File: src/rtl/godson_apb_pkg.sv
// Shared definitions for the APB master bridge.
//   apb_state_e : bridge FSM states (IDLE, SETUP, ACCESS, RESP)
//   SEL_LSB/MSB : address field that picks the target slave
//   SLV_NUM     : number of slave select lines
//   slave_sel() : one-hot decode of the slave field
package godson_apb_pkg;

    localparam int unsigned SEL_LSB = 16;
    localparam int unsigned SEL_MSB = 18;
    localparam int unsigned SEL_W   = SEL_MSB - SEL_LSB + 1;
    localparam int unsigned SLV_NUM = 8;

    typedef enum logic [1:0] {
        StIdle   = 2'd0,
        StSetup  = 2'd1,
        StAccess = 2'd2,
        StResp   = 2'd3
    } apb_state_e;

    function automatic logic [SLV_NUM-1:0] slave_sel(input logic [SEL_W-1:0] idx);
        logic [SLV_NUM-1:0] one;
        one = {{(SLV_NUM - 1){1'b0}}, 1'b1};
        return one << idx;
    endfunction

endpackage

File: src/rtl/apb_master_bridge.sv
// Single-outstanding command-to-APB3 master bridge.
// Ports:
//   apb_pclk, rst               : clock, asynchronous active-high reset
//   cmd_valid/ready/write/addr/wdata : command channel (accepted only in IDLE)
//   rsp_valid/ready/rdata/err   : response channel (held in RESP until consumed)
//   apb_psel/paddr/pwrite/penable/pwdata : APB request outputs
//   apb_prdata/pready/pslverr   : APB completion inputs
// A wait counter aborts an ACCESS phase after TIMEOUT stalled cycles (0 disables).
module apb_master_bridge
    import godson_apb_pkg::*;
#(
    parameter int unsigned ADDR_W  = 32,
    parameter int unsigned DATA_W  = 32,
    parameter int unsigned TIMEOUT = 255
) (
    input  logic               apb_pclk,
    input  logic               rst,
    input  logic               cmd_valid,
    output logic               cmd_ready,
    input  logic               cmd_write,
    input  logic [ADDR_W-1:0]  cmd_addr,
    input  logic [DATA_W-1:0]  cmd_wdata,
    output logic               rsp_valid,
    input  logic               rsp_ready,
    output logic [DATA_W-1:0]  rsp_rdata,
    output logic               rsp_err,
    output logic [SLV_NUM-1:0] apb_psel,
    output logic [ADDR_W-1:0]  apb_paddr,
    output logic               apb_pwrite,
    output logic               apb_penable,
    output logic [DATA_W-1:0]  apb_pwdata,
    input  logic [DATA_W-1:0]  apb_prdata,
    input  logic               apb_pready,
    input  logic               apb_pslverr
);

    localparam int unsigned CNT_W = (TIMEOUT > 0) ? $clog2(TIMEOUT + 1) : 1;

    apb_state_e          r_state;
    apb_state_e          w_state_next;
    logic [ADDR_W-1:0]   r_paddr;
    logic                r_pwrite;
    logic [DATA_W-1:0]   r_pwdata;
    logic [CNT_W-1:0]    r_wait_cnt;
    logic [DATA_W-1:0]   r_rsp_rdata;
    logic                r_rsp_err;

    logic                w_cmd_fire;
    logic [CNT_W:0]      w_wait_inc;
    logic                w_timeout;
    logic                w_rsp_load;
    logic [DATA_W-1:0]   w_rsp_rdata;
    logic                w_rsp_err;
    logic [SLV_NUM-1:0]  w_psel;

    assign cmd_ready   = (r_state == StIdle) && !rst;
    assign w_cmd_fire  = cmd_valid && cmd_ready;

    // Extra top bit flags the counter is at all-ones, so it saturates instead of wrapping.
    assign w_wait_inc  = {1'b0, r_wait_cnt} + (CNT_W + 1)'(1);
    // Fires when this stalled cycle would bring the count up to TIMEOUT.
    assign w_timeout   = (TIMEOUT != 0) && (w_wait_inc == (CNT_W + 1)'(TIMEOUT));

    always_comb begin
        w_state_next = r_state;
        w_rsp_load   = 1'b0;
        w_rsp_rdata  = '0;
        w_rsp_err    = 1'b0;
        unique case (r_state)
            StIdle: begin
                if (w_cmd_fire) w_state_next = StSetup;
            end
            StSetup: begin
                w_state_next = StAccess;
            end
            StAccess: begin
                // pready takes priority over a timeout in the same cycle.
                if (apb_pready) begin
                    w_rsp_load   = 1'b1;
                    w_rsp_err    = apb_pslverr;
                    w_rsp_rdata  = (!r_pwrite && !apb_pslverr) ? apb_prdata : '0;
                    w_state_next = StResp;
                end else if (w_timeout) begin
                    w_rsp_load   = 1'b1;
                    w_rsp_err    = 1'b1;
                    w_state_next = StResp;
                end
            end
            StResp: begin
                if (rsp_ready) w_state_next = StIdle;
            end
            default: w_state_next = StIdle;
        endcase
    end

    always_ff @(posedge apb_pclk or posedge rst) begin
        if (rst) begin
            r_state     <= StIdle;
            r_paddr     <= '0;
            r_pwrite    <= 1'b0;
            r_pwdata    <= '0;
            r_wait_cnt  <= '0;
            r_rsp_rdata <= '0;
            r_rsp_err   <= 1'b0;
        end else begin
            r_state <= w_state_next;
            if (w_cmd_fire) begin
                r_paddr    <= cmd_addr;
                r_pwrite   <= cmd_write;
                r_pwdata   <= cmd_wdata;
                r_wait_cnt <= '0;
            end else if (r_state == StAccess && !apb_pready && !w_wait_inc[CNT_W]) begin
                r_wait_cnt <= w_wait_inc[CNT_W-1:0];
            end
            if (w_rsp_load) begin
                r_rsp_rdata <= w_rsp_rdata;
                r_rsp_err   <= w_rsp_err;
            end
        end
    end

    // Select is decoded from state, so reset drops it without waiting for a clock.
    always_comb begin
        w_psel = '0;
        if (r_state == StSetup || r_state == StAccess) begin
            w_psel = slave_sel(r_paddr[SEL_MSB:SEL_LSB]);
        end
    end

    assign apb_psel    = w_psel;
    assign apb_penable = (r_state == StAccess);
    assign apb_paddr   = r_paddr;
    assign apb_pwrite  = r_pwrite;
    assign apb_pwdata  = r_pwdata;
    assign rsp_valid   = (r_state == StResp);
    assign rsp_rdata   = r_rsp_rdata;
    assign rsp_err     = r_rsp_err;

endmodule

File: config.mk
export PLATFORM = sky130hd
export DESIGN_NAME = apb_master_bridge
export DESIGN_NICKNAME = d
export VERILOG_FILES = /design/src/rtl/godson_apb_pkg.sv /design/src/rtl/apb_master_bridge.sv
export SDC_FILE = /design/constraint.sdc
export NUM_CORES = 1
export LEC_CHECK = 0
export CAP_MARGIN = 10
export CORE_ASPECT_RATIO = 0.9
export CORE_UTILIZATION = 30
export CTS_BUF_LIST = sky130_fd_sc_hd__clkbuf_4 sky130_fd_sc_hd__clkbuf_8
export DETAILED_ROUTE_END_ITERATION = 6
export PLACE_DENSITY = 0.67
export SKIP_LAST_GASP = 1
export SYNTH_ARGS = -nofsm -noshare
export SYNTH_HDL_FRONTEND = slang
export SYNTH_SLANG_ARGS = --single-unit
export TNS_END_PERCENT = 30
File: constraint.sdc
create_clock -name apb_pclk -period 5.7 [get_ports apb_pclk]
set_input_delay 0.57 -clock apb_pclk [delete_from_list [all_inputs] [get_ports apb_pclk]]
set_output_delay 0.57 -clock apb_pclk [all_outputs]
set_load 0.1 [all_outputs]
==> reports/summary.txt, run 1 <==
FF/Latch Area: 2703 um2
Fillers: 1248
Initial antenna violation count: 0
Hold Vio Cnt, Final: 0
Worst slack, placed: 2.747 ns
Grt ovf: 0
Die width: 127.9 um
Share of Yosys cell area claimed by the top area cell type: 0.6310
Area Growth Syn to Fin: 58.37%
Die area: 14760 um2
Seq/Total Area, Yosys: 0.6310
Total CTS buffers: 9
Post-synthesis cell count: 295
Multi-input logic area: 1475 um2
Crit end category: output pin
CORE AREA: 13950 um2
Diodes inserted: 0
Clock Sinks: 108
Initial Util: 0.3069
Least-Margin Pin Slew: 1.004 ns
I/O pin count: 212
Count of cell types in the netlist: 34
Clk_skew: 0.01072 ns
Cell with the most instances after synthesis: dfrtp_1
First-pass GRT wire length: 16640 um
Worst hold path class: register to register
Worst-path cell chain: inv_1, ha_1, nand2b_1, nor3_1, clkdlybuf4s50_1
Critical path peak fanout: 4
Final instance area: 6783 um2
Relative slew slack: 0.3284
Synthesized area: 4283 um2
Hold_buf cts: 0
Port-buffer cells: 211
Critical-path top delay cell: clkdlybuf4s50_1
Cell family with the largest share of critical-path delay: buffers and inverters
Post-CTS sizing: 0
Final TNS setup: 0 ns
Total track usage: 0.1471
RSZ-0062 raised after global routing: no
Clock Latency Late Sink: 0.38 ns
Std-Cell Rows: 41
Worst setup SP type: register
Cell count after placement: 688
Area contributors post-synth: dfrtp_1, mux2_2, a22o_1
Max Buffers Root-to-Sink: 2
NumNets Final: 615
CP Data Required Time: 5.13 ns
Most instantiated cells after synthesis: dfrtp_1, mux2_2, a22o_1
Via count: 3147
Vias in the first global route: 3314
Max_cap viols: 0
CTS tree: built
# setup viols final: 0
DRT antenna net count: 0
WS Path Type: register to output pin
1st-pass router iterations: 6
Syn Area/Cell: 14.52 um2
Largest net degree at the start of global routing: 74
DP Area: 6583 um2
Arrival @ worst endpoint: 2.67 ns
Clock slew at reported path FFs: 0.10 ns
Placer Congestion: 0.7777
FFs w/ async S/R, synth: 1.000
Dominant synthesized flop cell: dfrtp_1
Fin crit share: 0.5676
# H-tree levels: 3
Non-Filler Instances: 704
DRT iter0 DRCs: 94
Largest area contributor in the netlist: dfrtp_1
Share of layout cells above drive strength 1: 0.1781
Worst setup slack after layout: 2.465 ns
DP HPWL: 7662 um
Slew Viols, Final: 0
Register bit total from synthesis: 108
Status: complete, no violations
Crit path time final: 3.235 ns
Die height: 115.4 um
Routed length per instance: 15.32 um
CP peak stage delay: 1.15 ns
Final WL: 10790 um
CTS root buffer: clkbuf_8
WP buf/inv: 2
Synth Net Count: 404
Fmax: 309.1 MHz
Ys Warns: 0
DRC: 0
Number of enable-type register cells in the synthesized netlist: 0
Post-CTS Setup Bufs: 0
Drt via density: 4.470
stage by stage:
| step | hold WS, ns | utilization |
|---|---|---|
| after floorplan | 0.4996 | - |
| after global placement | 0.4827 | 0.4718 |
| after detailed placement | 0.4820 | 0.4718 |
| after CTS | 0.5119 | 0.4861 |
| after global routing | 0.5312 | 0.4861 |
| final | 0.5072 | 0.4861 |
path summary, 6_finish.rpt:
kind / from / to / slack, ns / depth (start not counted)
setup / recovery: r_state[1] / apb_psel[0] / 2.46 / 5
hold / removal: rsp_rdata[17] / rsp_rdata[17] / 0.51 / 1
setup reg to reg: r_state[0] / apb_pwdata[2] / 3.46 / 5
hold reg to reg: rsp_rdata[17] / rsp_rdata[17] / 0.51 / 1
max in group asynchronous: rst / rsp_rdata[25] / 3.89 / 3
min in group asynchronous: rst / rsp_rdata[10] / 0.77 / 2
kinds of logic (layout without fill, tap and decap cells):
group	after synthesis	count (layout)	synth area share
flops	108	108	0.6310
mux	66	66	0.1735
buf+inv	21	237	0.02571
fa+ha+maj	6	6	0.01753
simple gates	40	40	0.04616
xor+xnor	8	8	0.01636
compound gates	46	46	0.08969
layout make-up:
| type | instances | area share |
|---|---|---|
| clock inverters | 5 | 0.009039 |
| clock buffers | 11 | 0.02048 |
| flip-flops and latches | 108 | 0.3984 |
| well taps | 193 | 0.03560 |
| repair buffers | 214 | 0.3147 |
| inverters | 7 | 0.004243 |
| multi-input cells | 166 | 0.2175 |
worst reg2reg max path, cell delays in order, from the launching register on:
cell and delay (ns):
dfrtp_1 0.41, inv_1 0.12, ha_1 0.18, nor2b_1 0.18, and2_4 0.80, mux2_2 0.46
state kept, by name, summed over array words and instances, names as in the netlist:
| name | cells |
|---|---|
| apb_pwdata | 32 |
| rsp_err | 1 |
| rsp_rdata | 32 |
| r_wait_cnt | 8 |
| apb_paddr | 32 |
| r_state | 2 |
| apb_pwrite | 1 |
layer usage:
layer / routed length (um) / part of all wire / GRT usage / vias to the layer above
met1: 4571 / 0.42 / 0.1782 / 1535
met5: 0 / 0 / 0 / -
li1: - / - / - / 1474
met2: 5160 / 0.48 / 0.2395 / 131
met3: 966 / 0.090 / 0.06422 / 7
met4: 87 / 0.0081 / 0.04000 / 0
placed cells by master, fill, tap and decap left out, drive strengths merged, types with 2 or more instances in the layout:
master	Yosys	routed
clkdlybuf4s50	0	211
dfrtp	108	108
mux2	66	66
a22o	32	32
nor2	14	14
clkbuf	4	11
inv	7	8
nand2	7	7
ha	6	6
o21ai	5	5
xnor2	4	4
xor2	4	4
or3	3	3
nand2b	3	3
nor3	3	3
buf	10	3
and3	2	2
nor2b	2	2
nand4	2	2
clkinvlp	0	2
nand3	2	2
a211oi	2	2
a21oi	2	2
Power of run 1 is left out: the tool's default activity adds up to more than one toggle a clock period on the data nets, which glitch-free logic cannot reach.
==> run 2: changes to the inputs <==
Settings changed: PLACE_DENSITY 0.67 to 0.69.
Clock period 5.7 ns to 2.8 ns, I/O delays scaled along.
==> run 2 against run 1 <==
  * Global-route usage shrank 0.61 points
  * Utilization shrank 1.7 points
  * Non-clock buffer count grew 2
  * Count of clock-buffer cells in the layout grew 1
  * Sequential share of layout area grew 1.4 points
==> reports/summary.txt, run 2 (synthesized netlist as in run 1, its figures left out) <==
Crit path time final: 2.079 ns
CORE AREA: 13950 um2
Vias in the first global route: 3224
Clock slew at reported path FFs: 0.10 ns
Multi-input logic area: 1486 um2
Status: complete, no violations
Fmax: 481.0 MHz
Commonest non-fill, non-tap cell in the layout: buf_4
Std-Cell Rows: 41
DP HPWL: 7434 um
Most frequent cells in the layout: buf_4, dfrtp_1, clkdlybuf4s50_1, mux2_2, a22o_1
Non-Filler Instances: 706
Share of layout cells above drive strength 1: 0.3996
CTS root buffer: clkbuf_8
Clk_skew: 0.006590 ns
Fin crit share: 0.7425
NumNets Final: 617
DRT iter0 DRCs: 126
RSZ-0062 raised after global routing: no
Final core utilization: 0.4695
Hold Vio Cnt, Final: 0
Grt ovf: 0
Via count: 3174
FF/Latch Area: 2703 um2
Critical path peak fanout: 4
Max_cap viols: 0
Post-CTS sizing: 0
Crit end category: register
Die height: 115.4 um
Arrival @ worst endpoint: 2.33 ns
CP Data Required Time: 3.06 ns
Total CTS buffers: 9
# H-tree levels: 3
Final WL: 10330 um
Relative slew slack: 0.6768
Hold_buf cts: 0
DRT antenna net count: 0
CTS tree: built
Clock Latency Late Sink: 0.37 ns
Fillers: 1289
Routed length per instance: 14.63 um
1st-pass router iterations: 4
I/O pin count: 212
Slew Viols, Final: 0
Clock Sinks: 108
Max Buffers Root-to-Sink: 2
Initial Util: 0.3069
WS Path Type: register to register
Area Growth Syn to Fin: 52.97%
DRC: 0
Worst setup SP type: register
DP Area: 6361 um2
Placer Congestion: 0.7289
Largest net degree at the start of global routing: 74
Initial antenna violation count: 0
Post-CTS Setup Bufs: 0
Cell count after placement: 690
Final instance area: 6551 um2
Drt via density: 4.496
Port-buffer cells: 211
Least-Margin Pin Slew: 0.4848 ns
Diodes inserted: 0
Total track usage: 0.1410
Die width: 127.9 um
Die area: 14760 um2
First-pass GRT wire length: 16130 um
# setup viols final: 0
Worst hold path class: primary input to asynchronous set/reset pin
-- run 2: per-layer routing --
metal / up-vias / wire (um) / GRT usage
li1: 1476 / - / -
met1: 1563 / 4291 / 0.1676
met2: 130 / 4883 / 0.2275
met3: 5 / 1071 / 0.07213
met4: 0 / 82 / 0.03294
met5: - / 0 / 0
-- run 2: area by class of cell --
type	count	area share
sequential	108	0.4125
timing repair buffer	216	0.2903
multi-input combinational	166	0.2269
tap	193	0.03686
clock buffer	12	0.02426
clock inverter	4	0.004775
inverter	7	0.004393
-- run 2: through the flow --
step	hold WS (ns)	TNS, ns	worst slack [ns]
2_1_floorplan	0.4199	-35.16	-0.3256
3_3_place_gp	0.4835	0	0.8010
3_5_place_dp	0.4839	0	0.7523
4_1_cts	0.3378	0	0.7164
5_1_grt	0.3792	0	0.5809
6_report	0.3393	0	0.7210
-- run 2: path summary, 6_finish.rpt --
path                                from            end  slack [ns]  depth (start not counted)
setup / recovery           r_wait_cnt[0]     r_state[1]        0.72                          6
max in group asynchronous            rst  rsp_rdata[18]        1.80                          3
min in group apb_pclk      rsp_rdata[19]  rsp_rdata[19]        0.51                          1
setup reg to reg           r_wait_cnt[0]     r_state[1]        0.72                          6
hold / removal                       rst  apb_pwdata[1]        0.34                          2
hold reg to reg            rsp_rdata[19]  rsp_rdata[19]        0.51                          1
-- run 2: critical path, stage by stage, from the launching register on --
cell     delay [ns]
dfrtp_1        0.41
ha_1           0.25
nand3_2        0.12
or3_1          0.37
a211o_1        0.32
a21oi_2        0.16
mux2_1         0.34
Power of run 2 is left out for the same reason.
==> run 3: changes to the inputs <==
Settings changed: PLACE_DENSITY 0.69 to 0.67.
Clock period 2.8 ns to 2.1 ns, I/O delays scaled along.
==> run 3 against run 2 <==
  * Via count increased by 2.4%
  * Maximum frequency up 3.0%
  * Hold slack improved by 0.078 ns
  * Critical path type unchanged
  * Critical endpoint unchanged
  * Largest cell class unchanged
==> reports/summary.txt, run 3 (synthesized netlist as in run 1, its figures left out) <==
Worst slack, placed: 0.06216 ns
Die area: 14760 um2
# setup viols final: 0
Std-Cell Rows: 41
Least-Margin Pin Slew: 0.6003 ns
Diodes inserted: 0
Max_cap viols: 0
DRT antenna net count: 0
Clock Sinks: 108
Worst r2r path cells: 6
WS Path Type: register to register
1st-pass router iterations: 4
DP HPWL: 8201 um
Port-buffer cells: 211
I/O pin count: 212
Slew Viols, Final: 0
Arrival @ worst endpoint: 2.29 ns
Total track usage: 0.1585
Reg2Reg Setup Slack: 0.08 ns
NumNets Final: 621
Crit path launch: r_wait_cnt[0]
Die height: 115.4 um
Cell family with the largest share of critical-path delay: simple AND/OR/NAND/NOR gates
Status: complete, no violations
First-pass GRT wire length: 18000 um
Grt ovf: 0
Commonest non-fill, non-tap cell in the layout: dfrtp_1
R2r endpoint: r_state[1]
Max Buffers Root-to-Sink: 2
Worst setup slack after layout: 0.08150 ns
Largest net degree at the start of global routing: 109
Most frequent cells in the layout: dfrtp_1, buf_4, clkdlybuf4s50_1, mux2_4, a22o_1
Critical path destination: r_state[1]
Fmax: 495.4 MHz
Initial Util: 0.3069
Initial antenna violation count: 0
CTS tree: built
Critical path peak fanout: 4
Via count: 3249
Hold_buf cts: 0
Critical-path top delay cell: dfrtp_1
Clk_skew: 0.01133 ns
Share of layout cells above drive strength 1: 0.4159
Area Growth Syn to Fin: 63.77%
CP peak stage delay: 0.41 ns
Die width: 127.9 um
Vias in the first global route: 3393
Drt via density: 4.576
Hold Vio Cnt, Final: 0
# H-tree levels: 3
DRT iter0 DRCs: 145
RSZ-0062 raised after global routing: yes
CORE AREA: 13950 um2
Crit path time final: 2.018 ns
CTS root buffer: clkbuf_8
Final core utilization: 0.5027
Worst-path cell chain: ha_2, nand3_2, or3_1, a211o_1, a21oi_2, mux2_1
CP Data Required Time: 2.38 ns
Reg-to-Reg Start: r_wait_cnt[0]
Routed length per instance: 16.06 um
WP buf/inv: 0
Final WL: 11410 um
Fin crit share: 0.9612
Crit end category: register
Relative slew slack: 0.5998
Clock Latency Late Sink: 0.38 ns
DRC: 0
Total CTS buffers: 9
Worst hold slack: 0.4168 ns
Clock slew at reported path FFs: 0.10 ns
Worst setup SP type: register
Worst hold path class: primary input to asynchronous set/reset pin
Placer Congestion: 0.7869
CP Depth: 6
## run 3: how the worst min path moves through the flow
| stage | to | slack (ns) |
|---|---|---|
| 5_1_grt | apb_pwdata[3] | 0.41 |
| 2_1_floorplan | rsp_rdata[10] | 0.35 |
| 3_3_place_gp | rsp_rdata[29] | 0.48 |
| 6_report | apb_paddr[17] | 0.42 |
| 4_1_cts | rsp_rdata[15] | 0.40 |
| 3_5_place_dp | rsp_rdata[24] | 0.48 |
## run 3: routing by layer
layer  GRT usage  up-vias  share of wire
li1            -     1482              -
met1      0.1986     1632           0.42
met2      0.2583      122           0.49
met3     0.04979       13          0.069
met4     0.05725        0          0.018
met5           0        -              0
## run 3: timing repair
action	4_1_cts	5_1_grt
setup buffers	0	1
endpoints found under the setup margin	0	17
resized for setup	0	5
## run 3: metrics by stage
stage | area, um2 | instances | TNS (ns)
after CTS | 6990 | 709 | 0
after detailed placement | 6788 | 693 | 0
after global routing | 7014 | 710 | -0.06415
final | 7014 | 710 | 0
after global placement | 6788 | 693 | 0
after floorplan | 4662 | 295 | -13.26
## run 3: area by class of cell
cell class	instances	area, um2
clock buffer	10	131.4
timing repair buffer	220	2095
clock inverter	6	71.32
inverter	7	30.03
tap	193	241.5
multi-input combinational	166	1743
fill	1225	6939
sequential	108	2703
## run 3: tightest hold or removal path, cell delays in order
cell,delay [ns]
clkdlybuf4s50_1,0.51
clkinvlp_4,0.13
buf_12,0.41
Power of run 3 is left out for the same reason.
